## config.mk

```make
export PLATFORM = sky130hd
export DESIGN_NAME = pipe_result_collector
export DESIGN_NICKNAME = d
export VERILOG_FILES = /design/src/rtl/pipe_result_collector_pkg.sv /design/src/rtl/pipe_result_collector_fifo.sv /design/src/rtl/pipe_result_collector.sv
export SDC_FILE = /design/constraint.sdc
export NUM_CORES = 1
export LEC_CHECK = 0
export ABC_AREA = 1
export CORE_AREA = 8 8 109 111
export CTS_BUF_LIST = sky130_fd_sc_hd__clkbuf_2
export CTS_CLUSTER_DIAMETER = 150
export DETAILED_ROUTE_END_ITERATION = 7
export DIE_AREA = 0 0 117 119
export GPL_TIMING_DRIVEN = 0
export PLACE_DENSITY = 0.75
export SYNTH_ARGS = -nofsm -noshare
export SYNTH_HDL_FRONTEND = slang
export SYNTH_SLANG_ARGS = --single-unit
export TNS_END_PERCENT = 5
```

## constraint.sdc

```tcl
create_clock -name clk -period 2.9 [get_ports clk]
set_input_delay 0.58 -clock clk [delete_from_list [all_inputs] [get_ports clk]]
set_output_delay 0.58 -clock clk [all_outputs]
set_load 0.01 [all_outputs]
```

## src/rtl/pipe_result_collector_pkg.sv

```systemverilog
// pipe_result_collector_pkg
//   Shared sizing helpers and default parameters for the result collector.
//   cnt_w(depth) : width of a counter that holds 0..depth
//   ptr_w(depth) : width of a FIFO pointer (minimum 1 bit)
//   ptr_t        : pointer type for the default depth
package pipe_result_collector_pkg;

  localparam int unsigned DEF_WIDTH   = 32;
  localparam int unsigned DEF_LATENCY = 2;
  localparam int unsigned DEF_DEPTH   = 4;

  function automatic int unsigned cnt_w(input int unsigned depth);
    return $clog2(depth + 1);
  endfunction

  function automatic int unsigned ptr_w(input int unsigned depth);
    return (depth > 1) ? $clog2(depth) : 1;
  endfunction

  typedef logic [ptr_w(DEF_DEPTH)-1:0] ptr_t;

endpackage

```

## src/rtl/pipe_result_collector_fifo.sv

```systemverilog
// pipe_result_collector_fifo
//   Result buffer for the collector. Combinational read of the head entry.
//   No internal overflow/underflow checks: the caller guarantees flow.
// Ports
//   clk      in   clock, all state on posedge
//   rst_n    in   synchronous active-low reset (pointers and count)
//   push_i   in   write wdata_i at the tail
//   pop_i    in   retire the head entry
//   wdata_i  in   write data
//   rdata_o  out  head entry
//   count_o  out  number of stored entries (0..DEPTH)
//   empty_o  out  count_o == 0
module pipe_result_collector_fifo
  import pipe_result_collector_pkg::*;
#(
  parameter int unsigned WIDTH = DEF_WIDTH,
  parameter int unsigned DEPTH = DEF_DEPTH
) (
  input  logic                    clk,
  input  logic                    rst_n,
  input  logic                    push_i,
  input  logic                    pop_i,
  input  logic [WIDTH-1:0]        wdata_i,
  output logic [WIDTH-1:0]        rdata_o,
  output logic [cnt_w(DEPTH)-1:0] count_o,
  output logic                    empty_o
);

  localparam int unsigned PW = ptr_w(DEPTH);
  localparam int unsigned CW = cnt_w(DEPTH);

  logic [WIDTH-1:0] mem_q [DEPTH];
  logic [PW-1:0]    wr_ptr_q, wr_ptr_d;
  logic [PW-1:0]    rd_ptr_q, rd_ptr_d;
  logic [CW-1:0]    count_q, count_d;

  // Explicit wrap so non-power-of-two depths index correctly.
  function automatic logic [PW-1:0] next_ptr(input logic [PW-1:0] p);
    return (p == PW'(DEPTH - 1)) ? '0 : p + PW'(1);
  endfunction

  always_comb begin
    wr_ptr_d = wr_ptr_q;
    rd_ptr_d = rd_ptr_q;
    count_d  = count_q;
    if (push_i) wr_ptr_d = next_ptr(wr_ptr_q);
    if (pop_i)  rd_ptr_d = next_ptr(rd_ptr_q);
    case ({push_i, pop_i})
      2'b10:   count_d = count_q + CW'(1);
      2'b01:   count_d = count_q - CW'(1);
      default: count_d = count_q;
    endcase
  end

  always_ff @(posedge clk) begin
    if (!rst_n) begin
      wr_ptr_q <= '0;
      rd_ptr_q <= '0;
      count_q  <= '0;
    end else begin
      wr_ptr_q <= wr_ptr_d;
      rd_ptr_q <= rd_ptr_d;
      count_q  <= count_d;
    end
  end

  // Storage is not reset; writes are held off during reset so the head stays stable.
  always_ff @(posedge clk) begin
    if (rst_n && push_i) mem_q[wr_ptr_q] <= wdata_i;
  end

  assign rdata_o = mem_q[rd_ptr_q];
  assign count_o = count_q;
  assign empty_o = (count_q == '0);

endmodule

```

## src/rtl/pipe_result_collector.sv

```systemverilog
// pipe_result_collector
//   Consumer-side companion to a fixed-latency, no-backpressure pipeline.
//   A valid-tag shift register follows each issue through the pipeline; when
//   the tag emerges, pipe_out is captured into a result FIFO. Issue is throttled
//   by credits (buffered + in-flight < DEPTH) so the downstream may stall freely.
//   Optional macro PIPE_RESULT_COLLECTOR_BYPASS_EN: when the FIFO is empty an
//   emerging result is presented in the same cycle (and not stored if taken).
// Ports
//   clk        in   clock, all state on posedge
//   rst_n      in   synchronous active-low reset
//   in_valid   in   upstream issues an operation this cycle
//   in_ready   out  credit available (registered state only)
//   pipe_out   in   pipeline output, sampled only when the tag emerges
//   out_valid  out  out_data holds a result
//   out_ready  in   downstream accepts the result
//   out_data   out  oldest result
//   occupancy  out  buffered + in-flight results
module pipe_result_collector
  import pipe_result_collector_pkg::*;
#(
  parameter int unsigned WIDTH   = DEF_WIDTH,
  parameter int unsigned LATENCY = DEF_LATENCY,
  parameter int unsigned DEPTH   = DEF_DEPTH
) (
  input  logic                    clk,
  input  logic                    rst_n,
  input  logic                    in_valid,
  output logic                    in_ready,
  input  logic [WIDTH-1:0]        pipe_out,
  output logic                    out_valid,
  input  logic                    out_ready,
  output logic [WIDTH-1:0]        out_data,
  output logic [cnt_w(DEPTH)-1:0] occupancy
);

  localparam int unsigned CW = cnt_w(DEPTH);

  logic [LATENCY-1:0] tag_q, tag_d;
  logic               accept;
  logic               push;
  logic [CW-1:0]      inflight;
  logic [CW-1:0]      fifo_count;
  logic               fifo_empty;
  logic [WIDTH-1:0]   fifo_rdata;
  logic               fifo_push;
  logic               fifo_pop;

  assign accept = in_valid && in_ready;
  assign push   = tag_q[LATENCY-1];

  always_comb begin
    tag_d    = '0;
    tag_d[0] = accept;
    for (int unsigned i = 1; i < LATENCY; i++) tag_d[i] = tag_q[i-1];
  end

  always_ff @(posedge clk) begin
    if (!rst_n) tag_q <= '0;
    else        tag_q <= tag_d;
  end

  // Credits derive from registered state only; a pop frees its credit next cycle.
  assign inflight  = CW'($countones(tag_q));
  assign in_ready  = ({1'b0, fifo_count} + {1'b0, inflight}) < (CW+1)'(DEPTH);
  assign occupancy = fifo_count + inflight;

`ifdef PIPE_RESULT_COLLECTOR_BYPASS_EN
  logic bypass;
  assign bypass    = fifo_empty && push;
  assign out_valid = !fifo_empty || push;
  assign out_data  = bypass ? pipe_out : fifo_rdata;
  // A bypassed result taken in the same cycle never occupies storage.
  assign fifo_push = push && !(bypass && out_ready);
  assign fifo_pop  = !fifo_empty && out_ready;
`else
  assign out_valid = !fifo_empty;
  assign out_data  = fifo_rdata;
  assign fifo_push = push;
  assign fifo_pop  = out_valid && out_ready;
`endif

  pipe_result_collector_fifo #(
    .WIDTH (WIDTH),
    .DEPTH (DEPTH)
  ) u_fifo (
    .clk     (clk),
    .rst_n   (rst_n),
    .push_i  (fifo_push),
    .pop_i   (fifo_pop),
    .wdata_i (pipe_out),
    .rdata_o (fifo_rdata),
    .count_o (fifo_count),
    .empty_o (fifo_empty)
  );

endmodule
```

======== Word-level counts from Yosys, hierarchy flattened ========
Memory sizes are Yosys's and may differ from the RTL's. A register that Yosys moved wholly into a read port is not among the register bits.
Cells that the tools add are included.
Widths: inputs -> output; s select.
cells by class
  add/subtract/negate cells ............... 7
  multiply operators ...................... 0
  div/mod/pow operators ................... 0
  $lt $le $gt $ge ......................... 1
  eq/ne operators ......................... 4
  shifts and indexed selects .............. 0
  muxes and demuxes ....................... 7
  bitwise logic cells ..................... 0
  reduce and logical (&&, ||, !) cells .... 6
operators by type and width
  cell                 number
  $mux 2               4
  $eq 2x2->1 const B   3
  $pmux 3 s2           1
  $add 2x1->2 const B  2
  $add 3x2->4          1
  $lt 4x3->1 const B   1
  $add 3x1->3 const B  1
  $add 3x2->3          1
  $logic_and 1x1->1    3
  $logic_not 3->1      1
  $sub 3x1->3 const B  1
  $add 1x1->2          1
  $eq 2x1->1 const B   1
  $mux 1               2
  $reduce_bool 2->1    1
  $logic_not 1->1      1
word-level totals
  register bits ........................... 9
  bits in latches ......................... 0
  bits in writable memories ............... 128
  bits in read-only memories .............. 0
  output and inout bits ................... 37
  memories ................................ 1
memory list
  name          depth  bits a word  read ports  clocked after Yosys merged registers in  write ports  line                              text
  u_fifo.mem_q  4      32           1           1                                        1            pipe_result_collector_fifo.sv:32  logic [WIDTH-1:0] mem_q [DEPTH];

======== Longest topological paths before layout ========
Gate-level depths: netlist (run 1).
  depth after elaboration ................. 5
  gate-level depth with buffers ........... 12
  gate-level depth less buffers ........... 12

======== Modules after synthesis ========
From an unflattened synthesis (run 1), not the netlist that was laid out.
second synthesis, totals
  cells, all modules ...................... 398
  area, all modules ....................... 5427.7 um^2
by module, submodules not included
  module                      times used  cells each  area each (um^2)  seq. area each (um^2)
  pipe_result_collector_fifo  1           369         5236.3            4023.9
  pipe_result_collector       1           29          191.4             40.0

======== Least setup slack after synthesis (run 1) ========
Ideal clock, no wire load.
  path type ............................... input -> register
  start point ............................. input rst_n
  end point ............................... memory u_fifo.mem_q[3][0] (netlist bit) (enable)
  arrival ................................. 2.202 ns
  required time ........................... 2.479 ns
  setup slack ............................. 0.277 ns
  stages on the path ...................... 3
  path through ............................ buf_2 > nand2_1 > nor2_1
between the ends
  word-level cells in the longest chain between the ends .. 3
ends and longest elaborated chain
  what                          line                              text
  from (decl)                   pipe_result_collector.sv:26       input logic rst_n,
  $logic_and 1x1->1             pipe_result_collector_fifo.sv:69  if (rst_n && push_i) mem_q[wr_ptr_q] <= wdata_i;
  $mux 1                        pipe_result_collector_fifo.sv:69
  $mux 1 (not written as such)  pipe_result_collector_fifo.sv:69
  to (decl)                     pipe_result_collector_fifo.sv:32
No other way between the ends.

======== Worst setup path after layout (run 1) ========
  start point ............................. register tag_q[1]
  end point ............................... output in_ready
between the ends
  word-level cells in the longest chain between the ends .. 3
ends and longest elaborated chain
  what                               line                         text
  from (decl)                        pipe_result_collector.sv:38  logic [LATENCY-1:0] tag_q, tag_d;
  from (signal assigned)             pipe_result_collector.sv:59  else tag_q <= tag_d;
  $add 1x1->2 (not written as such)  pipe_result_collector.sv:63  assign inflight = CW'($countones(tag_q));
  $add 3x2->4                        pipe_result_collector.sv:64  assign in_ready = ({1'b0, fifo_count} + {1'b0, inflight}) < (CW+1)'(DEPTH);
  $lt 4x3->1                         pipe_result_collector.sv:64
  to (decl)                          pipe_result_collector.sv:28  output logic in_ready,
No other way between the ends.

==> impl_metrics.py, run 1 <==
metrics = {
    "run_status": {
        "outcome": "finished, final reports clean",
    },
    "synthesis": {
        "ys_seq_area_share_pct": 75.0,
        "syn_inst": 396,
        "synthMuxAreaShare_pct": 0,
        "ys_ff_latch": 139,
        "yosys_warnings": 0,
        "synth_compound_area_share_pct": 10.6,
        "avgSynthCellArea_um2": 13.7,
        "synth.cell_area_um2": 5420,
        "synth_nets": 443,
        "synth_fa_ha_area_share_pct": 2.82,
        "ys_types": 21,
        "synthSimpleGateAreaFrac_pct": 6.74,
        "synth_top_family_by_area": "compound AO/OA/AOI/OAI gates",
        "synth-xor-area-share_pct": 0,
    },
    "worst_setup_path": {
        "worstSetupPathType": "reg -> out",
        "r2r-start": "u_fifo.count_o[1]$_SDFFE_PN0P_",
        "start_kind": "register",
        "reg2reg_setup_slack_ps": 970,
        "crit_fanout": 2,
        "cp_data_required_time_ps": 2320,
        "cp-end-kind": "primary output",
        "ff2ff_path_depth": 10,
        "worstReg2RegEnd": "u_fifo.count_o[2]$_SDFFE_PN0P_",
        "worstPathArrival_ps": 2310,
    },
    "timing": {
        "slew_headroom_pct": 62.4,
        "rsz0062_at_grt": "yes",
        "clock.fmax_ghz": 0.346,
        "maxSlewViolCount": 0,
        "setup_viol": 0,
        "skew_ps": 23.3,
        "tightest_slew_ps": 563,
        "setup_tns_ps": 0,
        "finalHoldViolations": 0,
        "setup_slack_ps": 12.6,
        "post-route-period-util_pct": 99.6,
        "layout_min_cycle_time_ps": 2890,
    },
    "cts": {
        "worstSkewPairLatency_ps": 650,
        "path_clk_slew_ps": 190,
        "htree_num_levels": 4,
        "cts_root_buf": "clkbuf_2",
        "cts_tree": "built",
        "clock_sinks": 139,
        "clock_path_buffers": 2,
        "cts_buffers": 17,
    },
    "power_and_ir_drop": {
        "p_leak_nw": 2.49,
        "finalPower_mw": 5.42,
        "peakVddDrop_mv": 0.352,
        "power_density_nw_per_um2": 797,
    },
    "floorplan": {
        "dieHeight_um": 119,
        "core-area_um2": 10100,
        "start_util_pct": 53.7,
        "io_pins": 73,
        "die_w_um": 117,
        "core.rowCount": 37,
        "dieArea_um2": 13900,
    },
    "hold_path": {
        "hp-class": "in -> reg",
        "worstHoldStart": "rst_n",
        "min_path_cells": 3,
        "hold_path_end": "tag_q[1]$_SDFF_PN0_",
    },
    "placement": {
        "pre_cts_slack_ps": 193,
        "dp_hpwl_um": 7480,
        "place_congestion": 0.750,
        "io_buffer_count": 71,
        "numPlacedInstances": 607,
    },
    "finish": {
        "layout.cells.non_filler": 639,
        "finish.utilization_pct": 67.4,
        "syn2layout_area_growth_pct": 25.4,
        "final_nets": 539,
        "drive_above_1_share_pct": 15.1,
        "num_antenna_cells": 0,
        "fillers": 767,
        "seq_area_um2": 4070,
        "multiInputGateArea_um2": 1150,
        "layout_commonest_cell": "edfxtp_1",
        "layout_common_cells": "edfxtp_1 (128), nor2_1 (69), clkdlybuf4s50_1 (52)",
    },
    "detailed_routing": {
        "viasPerCell": 5.27,
        "finalWirelength_um": 11500,
        "vias": 3365,
        "route.detailed.drc": 0,
        "wl_per_cell_um": 18.0,
        "drt_iter0_markers": 277,
        "antenna_left": 0,
        "dr.pass1.iters": 6,
    },
    "grt": {
        "grt_pass1_vias": 3700,
        "globalRoute.totalOverflow": 0,
        "grt_pass1_wl_um": 18400,
        "grt_start_max_net_pins": 20,
        "antenna_found_initial": 0,
        "gr-usage-all-layers_pct": 17.3,
    },
    "run": {
        "maxCapViolCount": 0,
    },
}
per-stage QoR:
stage	area [µm²]	hold WS [ps]
after floorplan	5420	419
after global routing	6800	169
after global placement	6300	436
final	6800	213
after CTS	6740	161
after detailed placement	6440	441
synth_stat cells (all sizes together):
master | count | area share [%]
o21ai | 69 | 6.4
dfxtp | 11 | 4.1
and2 | 1 | 0.12
or2 | 1 | 0.12
nand2 | 14 | 0.97
edfxtp | 128 | 71
nand3 | 4 | 0.37
nor2 | 73 | 5.1
ha | 9 | 2.1
nand4 | 1 | 0.12
clkbuf | 1 | 0.069
buf | 19 | 2.9
a21oi | 6 | 0.55
o22ai | 32 | 3.7
inv | 25 | 1.9
fa | 2 | 0.74
cells by family after synthesis:
logic type | count (synthesis)
and+or+nand+nor | 94
buffers and inverters | 45
DFF | 139
adders and majority gates | 11
AOI/OAI and AO/OA | 107
worst max-delay path: stages (launching register included):
cell	delay, ps
dfxtp_2	380
ha_4	260
ha_2	170
inv_1	60
fa_2	370
inv_2	70
nand2_1	70
nand2_2	80
nand2_2	70
inv_2	60
buf_6	90
what timing repair did:
action	4_1_cts	5_1_grt
gates resized for setup	11	32
hold buffers	0	0
setup endpoints to repair	19	28
setup buffers	1	1
pin swaps	0	1
state kept, by name (all words and copies together) (netlist names), named ones only:
| name | cells |
|---|---|
| u_fifo.mem_q | 128 |
| u_fifo.wr_ptr_q | 2 |
| u_fifo.count_o | 3 |
| u_fifo.rd_ptr_q | 2 |
| tag_q | 2 |
how the worst max path moves through the flow:
| stage | start | to | slack (ps) | cells after the start |
|---|---|---|---|---|
| after detailed placement | tag_q[1]$_SDFF_PN0_ | in_ready | 190 | 10 |
| after floorplan | rst_n | u_fifo.mem_q[3][0]$_DFFE_PP_ | 280 | 3 |
| after global placement | rst_n | u_fifo.mem_q[3][16]$_DFFE_PP_ | -790 | 3 |
| after global routing | tag_q[1]$_SDFF_PN0_ | in_ready | -130 | 10 |
| final | tag_q[1]$_SDFF_PN0_ | in_ready | 10 | 10 |
| after CTS | tag_q[0]$_SDFF_PN0_ | in_ready | -200 | 10 |
report_power, final:
group / internal [mW] / switching [mW] / total (mW) / leakage, nW
registers: 2.25 / 0.0422 / 2.29 / 1.25
clock network: 0.644 / 0.660 / 1.30 / 0.160
logic: 0.846 / 0.978 / 1.82 / 1.09
total: 3.74 / 1.68 / 5.42 / 2.49
routing by layer:
| layer | track usage (%) | up-vias | routed length (µm) |
|---|---|---|---|
| li1 | - | 1638 | - |
| met1 | 19.7 | 1605 | 4420 |
| met2 | 30.5 | 112 | 6120 |
| met3 | 4.50 | 10 | 832 |
| met4 | 6.33 | 0 | 120 |
| met5 | 0 | - | 0 |
cell type report:
class	instances	area share (%)
Sequential cell	139	59.9
Multi-Input combinational cell	212	16.9
Timing Repair Buffer	77	12.6
Clock inverter	12	2.93
Tap cell	136	2.50
Buffer	20	2.45
Inverter	25	1.49
Clock buffer	18	1.32
Power figures use the tool's default switching activity.
==> inputs of run 2 (changes only) <==
Settings changed: CORE_AREA 8 8 109 111 to 8 8 138 88, DIE_AREA 0 0 117 119 to 0 0 146 96, PLACE_DENSITY 0.75 to 0.76.
==> impl_metrics.py, run 2 (synthesis results as in run 1) <==
metrics = {
    "finish": {
        "layout_common_cells": "edfxtp_1 (128), nor2_1 (69), o21ai_0 (41)",
        "largest_register": "u_fifo.mem_q",
        "final_nets": 538,
        "largest_register_ffs": 128,
        "num_antenna_cells": 0,
        "layout.cells.non_filler": 643,
        "finish.utilization_pct": 67.0,
        "final_area_um2": 6850,
        "drive_above_1_share_pct": 15.3,
        "syn2layout_area_growth_pct": 26.4,
        "layout_commonest_cell": "edfxtp_1",
    },
    "timing": {
        "clock.fmax_ghz": 0.355,
        "layout_min_cycle_time_ps": 2820,
        "skew_ps": 15.2,
        "post-route-period-util_pct": 97.2,
        "setup_tns_ps": 0,
        "tightest_slew_ps": 559,
        "rsz0062_at_grt": "yes",
        "finalHoldViolations": 0,
        "maxSlewViolCount": 0,
        "slew_headroom_pct": 62.6,
        "setup_viol": 0,
    },
    "power_and_ir_drop": {
        "power_density_nw_per_um2": 797,
        "peakVddDrop_mv": 0.487,
        "p_int_mw": 3.72,
        "switchingPower_mw": 1.74,
        "p_leak_nw": 2.61,
        "pwr-share-comb_pct": 33.1,
        "p_clk_share_pct": 25.0,
        "seqPwrFrac_pct": 41.9,
        "p_sw_share_pct": 31.9,
    },
    "worst_setup_path": {
        "cp_common_cell": "inv_2",
        "cp-end-kind": "primary output",
        "ff2ff_path_depth": 12,
        "worstSetupPathType": "reg -> out",
        "slowest_delay_ps": 380,
        "crit_chain": "ha_4, ha_4, inv_2, fa_2, inv_2, nand2_1, nand2_2, nand2_2, inv_2, buf_6",
        "crit_fanout": 2,
        "cp_data_required_time_ps": 2320,
        "start_kind": "register",
        "worstPathArrival_ps": 2240,
        "crit_slowest_cell": "dfxtp_2",
    },
    "grt": {
        "grt_pass1_wl_um": 18400,
        "globalRoute.totalOverflow": 0,
        "grt_pass1_vias": 3591,
        "gr-usage-all-layers_pct": 17.2,
        "antenna_found_initial": 0,
        "grt_start_max_net_pins": 27,
    },
    "detailed_routing": {
        "vias": 3444,
        "dr.pass1.iters": 4,
        "route.detailed.drc": 0,
        "viasPerCell": 5.36,
        "wl_per_cell_um": 18.2,
        "antenna_left": 0,
        "drt_iter0_markers": 320,
        "finalWirelength_um": 11700,
    },
    "cts": {
        "cts_root_buf": "clkbuf_2",
        "cts_buffers": 17,
        "path_clk_slew_ps": 210,
        "cts_tree": "built",
        "htree_num_levels": 4,
        "worstSkewPairLatency_ps": 680,
        "clock_sinks": 139,
        "clock_path_buffers": 2,
    },
    "floorplan": {
        "die_w_um": 146,
        "io_pins": 73,
        "start_util_pct": 53.0,
        "core-area_um2": 10200,
        "dieArea_um2": 14000,
        "core.rowCount": 29,
        "dieHeight_um": 96,
    },
    "hold_path": {
        "min_path_cells": 3,
        "hp-class": "in -> reg",
    },
    "placement": {
        "dp_hpwl_um": 7600,
        "io_buffer_count": 71,
        "post_dp_cell_area_um2": 6440,
        "numPlacedInstances": 610,
        "place_congestion": 0.723,
    },
    "run": {
        "maxCapViolCount": 0,
    },
    "run_status": {
        "outcome": "finished, final reports clean",
    },
}
[run 2: cell types whose count changed in the layout (fill, tap and decap cells not counted), sizes merged]
cell,previous run,this run
clkbuf,21,19
clkdlybuf4s50,52,37
clkinvlp,3,4
dlygate4sd2,3,6
dlymetal6s2s,13,25
inv,25,27
[run 2: cell type report]
cell class / count / area (µm²)
flip-flops and latches: 139 / 4070
fillers: 721 / 3380
multi-input cells: 212 / 1160
repair buffers: 76 / 873
clock inverters: 15 / 220
plain buffers: 20 / 174
well taps: 139 / 174
inverters: 25 / 101
clock buffers: 17 / 85.1
[run 2: timing repair]
action	in CTS	in global routing
gates resized for setup	27	37
endpoints found under the setup margin	34	29
endpoints found under the hold margin	0	0
setup buffers	1	0
pin swaps	0	2
hold buffers	0	0
cloned	0	0
[run 2: metal layers]
| layer | up-vias | track usage (%) | part of all wire (%) |
|---|---|---|---|
| li1 | 1640 | - | - |
| met1 | 1681 | 20.3 | 43 |
| met2 | 108 | 29.3 | 49 |
| met3 | 15 | 6.38 | 7.6 |
| met4 | 0 | 5.80 | 0.96 |
| met5 | - | 0 | 0 |
[run 2: power by group through the flow]
stage	Sequential, mW	Combinational, mW	Clock [mW]
after floorplan	2.32	0.985	0
after global placement	2.33	1.83	0
after detailed placement	2.33	1.87	0
after CTS	2.28	1.85	1.39
after global routing	2.30	1.99	1.46
final	2.29	1.81	1.36
[run 2: path summary, 6_finish.rpt]
kind	startpoint	to	slack [ps]
setup / recovery	tag_q[1]$_SDFF_PN0_	in_ready	80
hold / removal	rst_n	u_fifo.count_o[2]$_SDFFE_PN0P_	170
setup reg to reg	u_fifo.count_o[0]$_SDFFE_PN0P_	u_fifo.count_o[2]$_SDFFE_PN0P_	980
hold reg to reg	tag_q[0]$_SDFF_PN0_	tag_q[1]$_SDFF_PN0_	480
[run 2: critical path, delay by kind of cell (launching register included)]
family / cells / cell delay [ps]
buffers and inverters: 4 / 250
AND/OR/NAND/NOR: 3 / 200
flip-flops: 1 / 380
adder cells (fa/ha/maj): 3 / 750
[run 2: per-stage QoR]
step                worst slack [ps]  hold slack [ps]  total power [mW]
global route                    -117              124              5.75
CTS                            -29.5              125              5.52
finish                          81.9              173              5.46
floorplan                        277              419              3.30
detailed placement               270              441              4.20
global placement                -674              428              4.15
==> inputs of run 3 (changes only) <==
--- a/config.mk
+++ b/config.mk
@@ -8,3 +8,3 @@
 export ABC_AREA = 1
-export CORE_AREA = 8 8 138 88
+export CORE_AREA = 3 3 133 83
 export CTS_BUF_LIST = sky130_fd_sc_hd__clkbuf_2
@@ -12,3 +12,3 @@
 export DETAILED_ROUTE_END_ITERATION = 7
-export DIE_AREA = 0 0 146 96
+export DIE_AREA = 0 0 136 86
 export GPL_TIMING_DRIVEN = 0
--- a/constraint.sdc
+++ b/constraint.sdc
@@ -3,2 +3,2 @@
 set_output_delay 0.58 -clock clk [all_outputs]
-set_load 0.01 [all_outputs]
+set_load 0.1 [all_outputs]
==> impl_metrics.py, run 3 (synthesis results as in run 1) <==
metrics = {
    "finish": {
        "drive_above_1_share_pct": 22.6,
        "largest_register": "u_fifo.mem_q",
        "seq_area_um2": 4070,
        "finish.utilization_pct": 67.7,
        "multiInputGateArea_um2": 1160,
        "fillers": 703,
        "syn2layout_area_growth_pct": 23.4,
        "layout_commonest_cell": "edfxtp_1",
        "largest_register_ffs": 128,
        "final_nets": 539,
        "layout.cells.non_filler": 640,
        "num_antenna_cells": 0,
        "layout_common_cells": "edfxtp_1 (128), nor2_1 (69), o21ai_0 (41)",
    },
    "detailed_routing": {
        "route.detailed.drc": 0,
        "vias": 3419,
        "wl_per_cell_um": 16.9,
        "viasPerCell": 5.34,
        "finalWirelength_um": 10800,
        "drt_iter0_markers": 246,
        "antenna_left": 0,
        "dr.pass1.iters": 5,
    },
    "placement": {
        "io_buffer_count": 71,
        "place_congestion": 0.741,
        "dp_hpwl_um": 7040,
        "numPlacedInstances": 606,
    },
    "cts": {
        "worstSkewPairLatency_ps": 650,
        "cts_buffers": 17,
        "clock_path_buffers": 2,
        "clock_sinks": 139,
        "htree_num_levels": 4,
        "path_clk_slew_ps": 200,
        "cts_root_buf": "clkbuf_2",
        "cts_tree": "built",
    },
    "power_and_ir_drop": {
        "p_leak_nw": 2.39,
        "peakVddDrop_mv": 0.855,
        "finalPower_mw": 7.17,
        "power_density_nw_per_um2": 1070,
    },
    "timing": {
        "tightest_slew_ps": 571,
        "maxSlewViolCount": 0,
        "setup_slack_ps": -34.3,
        "slew_headroom_pct": 61.8,
        "clock.fmax_ghz": 0.341,
        "layout_min_cycle_time_ps": 2930,
        "setup_viol": 1,
        "finalHoldViolations": 0,
        "rsz0062_at_grt": "yes",
        "post-route-period-util_pct": 101,
        "skew_ps": 24.7,
        "setup_tns_ps": -34.3,
        "fin_hold_ws_ps": 205,
    },
    "hold_path": {
        "worstHoldStart": "rst_n",
        "hold_path_end": "tag_q[0]$_SDFF_PN0_",
        "hp-class": "in -> reg",
        "min_path_cells": 3,
    },
    "run": {
        "maxCapViolCount": 0,
    },
    "worst_setup_path": {
        "cp-end-kind": "primary output",
        "worstPathArrival_ps": 2350,
        "r2r-start": "u_fifo.count_o[0]$_SDFFE_PN0P_",
        "worstSetupPathType": "reg -> out",
        "worstReg2RegEnd": "u_fifo.count_o[2]$_SDFFE_PN0P_",
        "reg2reg_setup_slack_ps": 1010,
        "ff2ff_path_depth": 11,
        "crit_fanout": 3,
        "cp_data_required_time_ps": 2320,
        "start_kind": "register",
    },
    "grt": {
        "grt_pass1_wl_um": 16800,
        "globalRoute.totalOverflow": 0,
        "grt_pass1_vias": 3363,
        "gr-usage-all-layers_pct": 19.3,
        "grt_start_max_net_pins": 22,
        "antenna_found_initial": 0,
    },
    "floorplan": {
        "core-area_um2": 9880,
        "core.rowCount": 28,
        "start_util_pct": 54.9,
        "io_pins": 73,
        "dieArea_um2": 11700,
        "die_w_um": 136,
        "dieHeight_um": 86,
    },
    "run_status": {
        "outcome": "complete, but fails checks",
        "violations": "negative setup slack",
    },
}
-- run 3: changes by cell type in the layout (fill, tap and decap cells not counted), sizes merged --
cell / change
buf: +19
bufinv: -1
clkbuf: +15
clkdlybuf4s15: +1
clkdlybuf4s50: -3
clkinv: +3
dlygate4sd2: -6
dlymetal6s2s: -25
inv: -2
-- run 3: through the flow --
stage	instance area (µm²)	setup slack, ps
after floorplan	5420	155
after global placement	6300	-678
after detailed placement	6440	-327
after CTS	6650	-183
after global routing	6690	-221
final	6690	-34.3
-- run 3: worst max path at each step --
| stage | startpoint | to | slack, ps |
|---|---|---|---|
| floorplan | register | out_data[11] | 160 |
| global placement | rst_n | u_fifo.mem_q[0][16]$_DFFE_PP_ | -680 |
| detailed placement | tag_q[1]$_SDFF_PN0_ | in_ready | -330 |
| CTS | tag_q[1]$_SDFF_PN0_ | in_ready | -180 |
| global route | tag_q[1]$_SDFF_PN0_ | in_ready | -220 |
| finish | tag_q[1]$_SDFF_PN0_ | in_ready | -30 |
-- run 3: power by group --
part           total, mW  switching (mW)  internal, mW
Sequential          2.29          0.0425          2.25
Clock               1.25           0.682         0.565
Combinational       3.64            2.88         0.758
-- run 3: repair_timing --
action | in CTS | in global routing
setup endpoints to repair | 37 | 33
gates resized for setup | 181 | 46
hold buffers | 0 | 0
gates cloned | 0 | 0
pin swaps | 0 | 3
buffers inserted | 0 | 2
-- run 3: metal layers --
layer / global-route usage (%) / routed length, µm / part of all wire [%] / up-vias
li1: - / - / - / 1645
met1: 26.4 / 4880 / 45 / 1637
met2: 29.7 / 5020 / 46 / 123
met3: 5.57 / 754 / 7.0 / 14
met4: 7.23 / 154 / 1.4 / 0
met5: 0 / 0 / 0 / -
-- run 3: cell type report --
| cell class | instances | area share, % |
|---|---|---|
| Timing Repair Buffer | 77 | 11.1 |
| Tap cell | 135 | 2.52 |
| Inverter | 25 | 1.51 |
| Clock inverter | 15 | 2.99 |
| Clock buffer | 17 | 1.27 |
| Multi-Input combinational cell | 212 | 17.3 |
| Sequential cell | 139 | 60.8 |
| Buffer | 20 | 2.45 |
-- run 3: worst max-delay path: stages, from the launching register on --
cell	delay (ps)
dfxtp_4	410
ha_4	270
ha_4	120
inv_2	40
fa_2	360
inv_2	70
nand2_2	40
nand2_2	80
nand2_2	70
inv_2	80
buf_12	170
